`src/rtl/id_ex_pipeline_reg.sv`:
```
// id_ex_pipeline_reg: ID/EX pipeline register with load-use bubble insertion, stall and flush.
// Define ID_EX_PERF_EN to enable the saturating bubble counter on bubble_cnt.
module id_ex_pipeline_reg #(
    parameter int DATA_W = 32,
    parameter int CNT_W  = 16
) (
    input  logic              clk,
    input  logic              rst_n,
    input  logic [3:0]        ex_ctrl_in,
    input  logic [2:0]        mem_ctrl_in,
    input  logic [1:0]        wb_ctrl_in,
    input  logic              valid_in,
    input  logic [DATA_W-1:0] pc4_in,
    input  logic [DATA_W-1:0] rd1_in,
    input  logic [DATA_W-1:0] rd2_in,
    input  logic [DATA_W-1:0] imm_in,
    input  logic [4:0]        rs_in,
    input  logic [4:0]        rt_in,
    input  logic [4:0]        rd_in,
    input  logic              stall,
    input  logic              flush,
    output logic [3:0]        ex_ctrl_out,
    output logic [2:0]        mem_ctrl_out,
    output logic [1:0]        wb_ctrl_out,
    output logic [DATA_W-1:0] pc4_out,
    output logic [DATA_W-1:0] rd1_out,
    output logic [DATA_W-1:0] rd2_out,
    output logic [DATA_W-1:0] imm_out,
    output logic [4:0]        rs_out,
    output logic [4:0]        rt_out,
    output logic [4:0]        rd_out,
    output logic              valid_out,
    output logic              hazard_stall,
    output logic [CNT_W-1:0]  bubble_cnt
);
    logic do_bubble;

    // Load in EX whose destination matches an ID source: insert one bubble.
    always_comb begin
        hazard_stall = valid_out & mem_ctrl_out[1] & valid_in & (|rt_out) &
                       ((rt_out == rs_in) | (rt_out == rt_in));
        do_bubble    = hazard_stall & ~flush & ~stall;
    end

    always_ff @(posedge clk or negedge rst_n) begin
        if (!rst_n) begin
            ex_ctrl_out  <= '0;
            mem_ctrl_out <= '0;
            wb_ctrl_out  <= '0;
            valid_out    <= 1'b0;
            pc4_out      <= '0;
            rd1_out      <= '0;
            rd2_out      <= '0;
            imm_out      <= '0;
            rs_out       <= '0;
            rt_out       <= '0;
            rd_out       <= '0;
        end else if (flush) begin
            ex_ctrl_out  <= '0;
            mem_ctrl_out <= '0;
            wb_ctrl_out  <= '0;
            valid_out    <= 1'b0;
        end else if (!stall) begin
            ex_ctrl_out  <= (valid_in && !hazard_stall) ? ex_ctrl_in  : '0;
            mem_ctrl_out <= (valid_in && !hazard_stall) ? mem_ctrl_in : '0;
            wb_ctrl_out  <= (valid_in && !hazard_stall) ? wb_ctrl_in  : '0;
            valid_out    <= valid_in & ~hazard_stall;
            pc4_out      <= pc4_in;
            rd1_out      <= rd1_in;
            rd2_out      <= rd2_in;
            imm_out      <= imm_in;
            rs_out       <= rs_in;
            rt_out       <= rt_in;
            rd_out       <= rd_in;
        end
    end

`ifdef ID_EX_PERF_EN
    always_ff @(posedge clk or negedge rst_n) begin
        if (!rst_n)
            bubble_cnt <= '0;
        else if (do_bubble && !(&bubble_cnt))
            bubble_cnt <= bubble_cnt + 1'b1;
    end
`else
    assign bubble_cnt = '0;
`endif
endmodule

```
`config.mk`:
```
export PLATFORM = sky130hd
export DESIGN_NAME = id_ex_pipeline_reg
export DESIGN_NICKNAME = d
export VERILOG_FILES = /design/src/rtl/id_ex_pipeline_reg.sv
export SDC_FILE = /design/constraint.sdc
export NUM_CORES = 1
export LEC_CHECK = 0
export ABC_AREA = 0
export CORE_AREA = 2 2 127 129
export DETAILED_ROUTE_END_ITERATION = 12
export DIE_AREA = 0 0 129 131
export GPL_TIMING_DRIVEN = 0
export PLACE_DENSITY = 0.8
export SLEW_MARGIN = 20
export SYNTH_ARGS = -nofsm -noshare
export SYNTH_HDL_FRONTEND = slang
export SYNTH_SLANG_ARGS = --single-unit
```
`constraint.sdc`:
```
create_clock -name clk -period 2.55 [get_ports clk]
set_input_delay 0.255 -clock clk [delete_from_list [all_inputs] [get_ports clk]]
set_output_delay 0.255 -clock clk [all_outputs]
set_load 0.05 [all_outputs]
```
==> out/qor.log <==
qor: synthesis.yosys_warnings 0
qor: route.detail_route.wirelength 16700 um
qor: place.gpl.final_weighted_congestion 0.774
qor: setup_path.rrSetupSlack 0.80 ns
qor: floorplanning.die_w 129 um
qor: route.first_iter_violations 116
qor: global_routing.grt_antenna_before_repair 0
qor: setup_path.crit_path_cell_trace or4_1 -> o2111ai_2 -> buf_6 -> nor2b_1 -> buf_2
qor: setup_path.worstSetupStartpointType flip-flop
qor: finish.ff_latch_area 0.00383 sq mm
qor: floorplanning.dieArea 0.0169 sq mm
qor: clocking.insertion_delay 0.41 ns
qor: synthesis.synth-edff-count 0
qor: power.cellLeakagePower 4.23 nW
qor: clocking.clock-root-buffer sky130_fd_sc_hd__clkbuf_16
qor: synthesis.post_synthesis_cell_type_count 21
qor: place.dp_cells 926
qor: clocking.path_clk_slew 0.06 ns
qor: setup_path.timing.critical_path.arrival 2.11 ns
qor: setup_path.timing_worst_setup_path_type reg -> out
qor: global_routing.global_route.usage.total 0.196
qor: setup_path.timing.rr.end ex_ctrl_out[1]
qor: setup_path.cp-endpoint hazard_stall
qor: floorplanning.initial_utilization 0.385
qor: finish.post_layout_nonfiller_instances 958
qor: power.ir_worst_vdd 468 uV
qor: setup_path.timing.critical_path.slowest_cell_delay 0.60 ns
qor: setup_path.worst_path_dominant_cell_family simple AND/OR/NAND/NOR gates
qor: sta.final_period_minus_worst_setup_slack 2.36 ns
qor: synthesis.netlist_top_cells_area sky130_fd_sc_hd__dfrtp_1 (64%), sky130_fd_sc_hd__mux2_1 (26%), sky130_fd_sc_hd__buf_4 (2.0%)
qor: global_routing.first_global_vias 4780
qor: sta.worstMarginPinSlew 0.575 ns
qor: setup_path.r2r_start rt_out[1]
qor: power.power_density 833 mW/mm^2
qor: setup_path.r2r_cells 5
qor: clocking.cts-root-to-sink-buffers 2
qor: status.outcome finished, final reports clean
qor: sta.timing.setup.tns 0 ns
qor: finish.fin_nets 887
qor: synthesis.synthesis.area_per_instance 15.6 sq um
qor: finish.nFillCells 1176
qor: job.drv.max_cap_violation_count 0
qor: sta.layout_worst_path_cycle_share 0.926
qor: synthesis.share_of_async_settable_or_async_resettable_flops_after_synthesis 1.00
qor: clocking.max_h_tree_level 4
qor: floorplanning.floorplan.core_area 0.0156 sq mm
qor: clocking.tritoncts.num_buffers 17
qor: synthesis.synth_seq_cells 153
qor: finish.finished_core_util 0.647
qor: route.vias 4464
qor: setup_path.cp.required 2.30 ns
qor: global_routing.grt_start_max_net_pins 86
qor: synthesis.synthFlopType sky130_fd_sc_hd__dfrtp_1
qor: setup_path.critPathCaptureType output pin
qor: floorplanning.die_height 131 um
qor: synthesis.yosysTopAreaCellShare 0.638
qor: setup_path.setup.worst_path.start rt_out[1]
qor: clocking.num_clock_sinks 153
qor: synthesis.syn_area 0.00600 sq mm
qor: finish.drive_above_1_share 0.0957
qor: route.drc_errors 0
qor: setup_path.critical-path-slowest-cell sky130_fd_sc_hd__or4_1
qor: finish.num_antenna_cells 0
qor: finish.total_area_of_multi_input_combinational_cells 0.00200 sq mm
qor: sta.worst_clock_skew 0.00410 ns
qor: synthesis.netlist_instances 384
qor: setup_path.cp_num_buf_inv 2
qor: sta.grt_setup_unrepaired no
qor: clocking.tritoncts built
qor: sta.achievable-frequency 0.423 GHz
qor: floorplanning.io_pins 327
qor: setup_path.critical_path_cell_count 5
qor: route.total_iterations_of_the_first_detailed_routing_run 4
qor: route.post_drt_via_cell_ratio 4.66
qor: sta.hold_viol 0
qor: synthesis.synth.largest_area_cell sky130_fd_sc_hd__dfrtp_1
qor: setup_path.timing.critical_path.fanout_max 10
qor: place.portbufs 310
qor: sta.final-setup-viol-count 0
qor: synthesis.ys_seq_area_frac 0.638
qor: sta.relSlewSlack 0.615
qor: global_routing.overflow_left_after_global_routing 0
qor: sta.slew_viol_final 0
qor: place.detailedPlacementHpwl 12900 um
qor: route.wl_per_cell 17.4 um
qor: finish.flow.area_growth_from_synthesis 68.1%
qor: floorplanning.rows 46
qor: worst_hold_path.min_delay_worst_type in -> async
qor: global_routing.grt_pass1_wl 25100 um
qor: route.ant_nets 0
qor: clocking.post-cts-setup-buffers 0
[layer usage]
metal / up-vias / global-route usage / share of wire
li1: 2023 / - / -
met1: 2172 / 0.206 / 0.35
met2: 243 / 0.350 / 0.52
met3: 26 / 0.0794 / 0.10
met4: 0 / 0.0793 / 0.023
met5: - / 0 / 0
[cell usage in the layout (no fill, tap or decap), drive strengths merged]
cell type      synthesis  final
clkinv                 0      5
nand2                 12     12
dlygate4sd3            0      1
dfrtp                153    153
and2                   1      1
xnor2                 10     10
nor2b                  2      2
bufinv                 0      4
clkbuf                 2     24
mux2                 143    143
or4                    1      1
o21ai                 10     10
nand3                  2      2
o22ai                  1      1
conb                   1     16
o2111ai                1      1
buf                   34     37
a22oi                  1      1
a32oi                  9      9
nor2                   1      1
clkdlybuf4s50          0    308
[power by group]
part / internal, W / switching [W]
registers: 0.00278 / 0.000188
clock network: 0.00170 / 0.000933
logic: 0.00104 / 0.00176
total: 0.00552 / 0.00288
[registers in the layout, indices dropped and copies added, names as in the netlist]
name and count:
imm_out 32, pc4_out 32, rd1_out 32, rd2_out 32, rd_out 5, rs_out 5, rt_out 5, ex_ctrl_out 4
mem_ctrl_out 3, wb_ctrl_out 2, valid_out 1
[logic make-up after synthesis]
| group | synth area share |
|---|---|
| simple gates | 0.0146 |
| other cells | 0.000625 |
| compound gates | 0.0263 |
| mux | 0.268 |
| flops | 0.638 |
| buf+inv | 0.0375 |
| xor+xnor | 0.0146 |
[cell usage after synthesis, types with 2 or more instances]
cell,instances
sky130_fd_sc_hd__o21ai_1,10
sky130_fd_sc_hd__dfrtp_1,153
sky130_fd_sc_hd__buf_4,16
sky130_fd_sc_hd__a32oi_1,9
sky130_fd_sc_hd__nand2_1,12
sky130_fd_sc_hd__xnor2_1,10
sky130_fd_sc_hd__nor2b_1,2
sky130_fd_sc_hd__mux2_2,2
sky130_fd_sc_hd__buf_2,17
sky130_fd_sc_hd__nand3_1,2
sky130_fd_sc_hd__mux2_1,141
[repair_timing]
item	CTS	global route
setup endpoints to repair	1	1
resized for setup	3	2
endpoints found under the hold margin	68	0
hold buffers	1	0
[how the worst min path moves through the flow]
stage | to | slack [ns] | cells past startpoint
floorplan | ex_ctrl_out[0] | -0.04 | 0
global placement | rd1_out[5] | 0.47 | 1
detailed placement | rd1_out[19] | 0.24 | 1
CTS | rd1_out[19] | 0.40 | 2
global route | rd1_out[9] | 0.42 | 2
finish | rd1_out[19] | 0.39 | 2
[worst reg2reg max path: cells and delay by family (launching register included)]
family / cells / cell delay [ns]
AND/OR/NAND/NOR: 1 / 0.60
AO/OA/AOI/OAI: 3 / 0.45
buffers and inverters: 1 / 0.17
flip-flops: 1 / 0.44
[through the flow]
| stage | total power, W | setup WS [ns] | area [sq um] | hold WS [ns] |
|---|---|---|---|---|
| global route | 0.00874 | 0.104 | 10100 | 0.421 |
| finish | 0.00840 | 0.189 | 10100 | 0.390 |
| floorplan | 0.00464 | 0.413 | 6060 | -0.0406 |
| CTS | 0.00849 | 0.0496 | 10100 | 0.400 |
| global placement | 0.00576 | -4.58 | 9430 | 0.466 |
| detailed placement | 0.00582 | 0.0961 | 9460 | 0.241 |
[cell type report]
type,count,share of cell area
Sequential cell,153,0.380
Clock inverter,9,0.0144
Clock buffer,22,0.0470
Tap cell,216,0.0268
Timing Repair Buffer,312,0.311
Buffer,36,0.0223
Multi-Input combinational cell,210,0.199
Note: power is estimated with default switching activity, not from simulation.
==> edit 1 (same settings) <==
`DATA_W`: 32 -> 16.
--- a/src/rtl/id_ex_pipeline_reg.sv
+++ b/src/rtl/id_ex_pipeline_reg.sv
@@ -1,7 +1,7 @@
 // id_ex_pipeline_reg: ID/EX pipeline register with load-use bubble insertion, stall and flush.
 // Define ID_EX_PERF_EN to enable the saturating bubble counter on bubble_cnt.
 module id_ex_pipeline_reg #(
-    parameter int DATA_W = 32,
+    parameter int DATA_W = 16,
     parameter int CNT_W  = 16
 ) (
     input  logic              clk,
Interface: changed (8 resized); port bits go from 327 to 199. The function was not compared with the original's and may differ.
==> edit 1 against the unedited design <==
- synthesized cell count fell by 35%
- via count decreased by 38%
- final area down 39%
- clock skew barely moved
- clock power is 50% lower
- sequential cell count down 64
- area after synthesis decreased by 39%
- total power decreased by 44%
- setup slack got worse by 0.077 ns
- first-iteration DRC count fell by 42%
- routed wire length is 40% lower
- critical endpoint unchanged
- largest cell class unchanged
==> edit 1: results (changes against the unedited design) <==
Placement
  – Hpwl dp: 7670 um (-41%)
  – Placed Area: 5810 um^2 (-39%)
  – GPL Wtd Cong: 0.736 (-4.9%)
  – Place WS: 0.0353 ns (-0.0609 ns)
  – Post-Place Cells: 663 (-28%)

GRT
  – Gr usage total: 0.119 (-0.0772)
  – Global-route wire length before repair: 15100 um (-40%)
  – M3 GR Usage: 0.0497 (-0.0297)
  – Met1 usage in global routing: 0.130 (-0.0762)
  – Largest net degree at the start of global routing: 49 (-43%)
  – GR Util met2: 0.207 (-0.143)

Pwr
  – Comb pwr share: 0.351 (+0.018)
  – Seq pwr: 1720 uW (-42%)
  – Switch Pwr: 1700 uW (-41%)

Detailed routing
  – Initial detailed-routing violation count: 67 (-42%)
  – WL met2: 5210 um (-40%)
  – Post-DR wirelength/cell: 14.7 um (-15%)
  – WL final: 10000 um (-40%)
  – Metal3 WL: 809 um (-52%)

Yosys
  – Sequential-to-total area share from yosys stat: 0.612 (-0.0263)
  – Syn avg cell area: 14.6 um^2 (-6.4%)
  – Yosys cell types: 20 (-4.8%)
  – Synth area leaders: dfrtp_1 (61%), mux2_1 (24%), buf_4 (3.3%)

Timing
  – Clock Skew: 0.00437 ns (+0.000271 ns)
  – Slew headroom: 0.430 (-0.186)
  – Worst hold slack: 0.443 ns (+0.0522 ns)

Outcome
  – Status: complete, no violations

Clocking
  – Later-pin clock latency in the skew report: 0.34 ns (-0.07 ns)
  – H-tree Lvls: 3 (-1)

Final layout
  – Nets: 552 (-38%)
  – Layout cells sized above 1: 0.106 (+0.00992)

Critical path
  – R2r endpoint: mem_ctrl_out[2]$_DFFE_PN0P_
  – Crit path DAT: 2.18 ns (+0.07 ns)
-- edit 1: cell count changes after synthesis --
cell      unedited run  this run
nor2_2               1         0
clkbuf_2             1         0
mux2_1             141        77
nor2_1               0         1
buf_2               17        11
dfrtp_1            153        89
-- edit 1: final cells by class --
class	count	area [um^2]
timing repair buffer	184	1860
tap	216	270
fill	1497	9480
clock buffer	10	229
buffer	29	190
multi-input combinational	146	1280
clock inverter	6	67.6
sequential	89	2230
-- edit 1: cells by family (layout without fill, tap and decap cells) --
logic type / Yosys count / count (layout) / synth area share
xor gates and xnor gates: 10 / 10 / 0.0241
buffers and inverters: 29 / 229 / 0.0522
DFF: 89 / 89 / 0.612
other: 1 / 16 / 0.00103
AOI/OAI and AO/OA: 22 / 22 / 0.0433
muxes: 79 / 79 / 0.244
and+or+nand+nor: 19 / 19 / 0.0234
-- edit 1: critical path: stages (launching register included) --
cell and delay, ns:
dfrtp_1 0.44, or4_1 0.60, o2111ai_2 0.23, buf_6 0.18, nor2b_1 0.06, clkdlybuf4s15_2 0.33
==> edit 2 (same settings) <==
Without the edit above. Add a define of `ID_EX_PERF_EN`.
--- a/src/rtl/id_ex_pipeline_reg.sv
+++ b/src/rtl/id_ex_pipeline_reg.sv
@@ -1,5 +1,7 @@
 // id_ex_pipeline_reg: ID/EX pipeline register with load-use bubble insertion, stall and flush.
 // Define ID_EX_PERF_EN to enable the saturating bubble counter on bubble_cnt.
+`define ID_EX_PERF_EN
+
 module id_ex_pipeline_reg #(
     parameter int DATA_W = 32,
     parameter int CNT_W  = 16
Function: changed (a bounded check fails within 4 cycles, from zero or initial values and one cycle with rst_n low).
==> edit 2 against the unedited design <==
- sequential cell count increased by 16
- largest power group unchanged
- cell count is 7.0% higher
- area after synthesis grew 12%
- critical path depth is the same
- global-route usage increased by 3.6 points
- routed wire length is 17% higher
- total power is 2.9% higher
- worst hold slack better by 0.018 ns
- final area rose by 8.2%
- utilization increased by 5.3 points
- register-to-register slack worse by 0.37 ns
- setup slack worse by 0.094 ns
==> edit 2: results (changes against the unedited design) <==
Min path
  – Hold/Removal Path Class: in2reg
  – Worst Hold Endpoint: ex_ctrl_out[2]$_DFFE_PN0P_

Yosys
  – Async set-reset flop share out of synthesis: 1.00 (unchanged)
  – Synth area leaders: dfrtp_1 (63%), mux2_1 (21%), mux2_2 (3.4%)
  – Adder-cell share of the synthesized area: 0.00187 (+0.00187)
  – Post-Synth XOR/XNOR Area: 0.0301 (+0.0155)
  – Post-synthesis mux area share: 0.245 (-0.0232)
  – Yosys cell types: 35 (+67%)
  – Syn nets: 606
  – Compound-Gate Fraction of Synth Area: 0.0189 (-0.00741)
  – Post-synth top cells: dfrtp_1 (169), mux2_1 (125), xnor2_1 (23)
  – Sequential-to-total area share from yosys stat: 0.631 (-0.00685)
  – Syn avg cell area: 15.0 um^2 (-4.3%)

Placement
  – Post-Place Cells: 991 (+7.0%)
  – Placed Area: 10300 um^2 (+8.5%)
  – Place WS: -0.241 ns (-0.338 ns)
  – Hpwl dp: 15000 um (+16%)
  – GPL Wtd Cong: 0.827 (+6.9%)
  – Number of port buffers: 326 (+5.2%)

Critical path
  – RR Startpoint: bubble_cnt[0]$_DFFE_PN0P_
  – Worst setup path end: hazard_stall
  – Worst-path fanout max: 9 (-1)
  – CP startpoint: rt_out[1]$_DFFE_PN0P_
  – R2r endpoint: bubble_cnt[15]$_DFFE_PN0P_
  – FF-to-FF setup slack: 0.43 ns (-0.37 ns)
  – Reg2reg path depth: 6 (+1)
  – Crit path DAT: 2.20 ns (+0.09 ns)

Clocking
  – Root Buffer Master: clkbuf_16
  – Longest Clk Path Bufs: 2 (unchanged)

Timing
  – Setup slack after layout: 0.0950 ns (-0.0936 ns)
  – Clock Skew: 0.00414 ns (+0.0000366 ns)
  – Slew headroom: 0.518 (-0.0972)

Detailed routing
  – Initial detailed-routing violation count: 189 (+63%)
  – Post-DR wirelength/cell: 19.0 um (+8.9%)
  – Post-DR vias/cell: 4.95 (+6.2%)

Outcome
  – Status: complete, no violations

Pwr
  – VDD IR-drop max: 0.458 mV (-2.2%)
  – Leakage power: 0.00448 uW (+5.8%)

GRT
  – Gr usage total: 0.232 (+0.0365)
  – Largest net degree at the start of global routing: 95 (+10%)
  – Vias in the first global route: 5516 (+15%)
  – Initial antenna violation count: 1 (+1)
  – Global-route wire length before repair: 29500 um (+17%)

Final layout
  – Fill cells: 1092 (-7.1%)
  – Non-Filler Instances: 1025 (+7.0%)
  – Nets: 954 (+7.6%)
  – Layout cells sized above 1: 0.0964 (+0.000728)
  – Number of antenna diodes: 0 (unchanged)
==> edit 2: report_power, final <==
group	switching, uW	internal (uW)	total [uW]
combinational	1710	1020	2740
clock	1090	1610	2690
sequential	192	3020	3220
==> edit 2: final cells by class <==
cell class | instances | area, um^2 | area share
Buffer | 20 | 91.3 | 0.00837
Clock buffer | 19 | 453 | 0.0415
Clock inverter | 13 | 166 | 0.0153
Inverter | 5 | 18.8 | 0.00172
Multi-Input combinational cell | 254 | 2370 | 0.218
Sequential cell | 169 | 4230 | 0.388
Tap cell | 216 | 270 | 0.0248
Timing Repair Buffer | 329 | 3310 | 0.303
==> edit 2: timing repair <==
item	in CTS	in global routing
cloned	0	0
hold endpoints to repair	93	0
hold buffers	1	0
pin swaps	0	1
setup endpoints to repair	1	1
resized for setup	6	2
buffers inserted	0	1
==> edit 2: cell families (layout without fill, tap and decap cells) <==
family          after synthesis  after routing
compound gates               15             15
xor+xnor                     23             23
fa+ha+maj                     1              1
buf+inv                      25            386
flops                       169            169
mux                         146            146
simple gates                 69             69
==> edit 2: critical path: stages (launching register included) <==
cell       delay (ns)
dfrtp_2          0.46
or4_4            0.57
o2111ai_4        0.25
nand2b_4         0.19
inv_2            0.09
buf_2            0.22
==> edit 2: per-layer routing <==
layer | vias to the layer above | wire (um) | GRT usage
li1 | 2272 | - | -
met1 | 2521 | 7040 | 0.252
met2 | 227 | 10000 | 0.399
met3 | 52 | 1550 | 0.0867
met4 | 2 | 819 | 0.122
met5 | - | 13 | 0
==> edit 2: per-stage QoR <==
stage / util / TNS (ns) / hold WS [ns]
floorplan: - / 0 / -0.0406
global route: 0.700 / -0.00204 / 0.419
detailed placement: 0.658 / -0.241 / 0.326
CTS: 0.698 / 0 / 0.389
finish: 0.700 / 0 / 0.408
global placement: 0.656 / -896.41 / 0.468
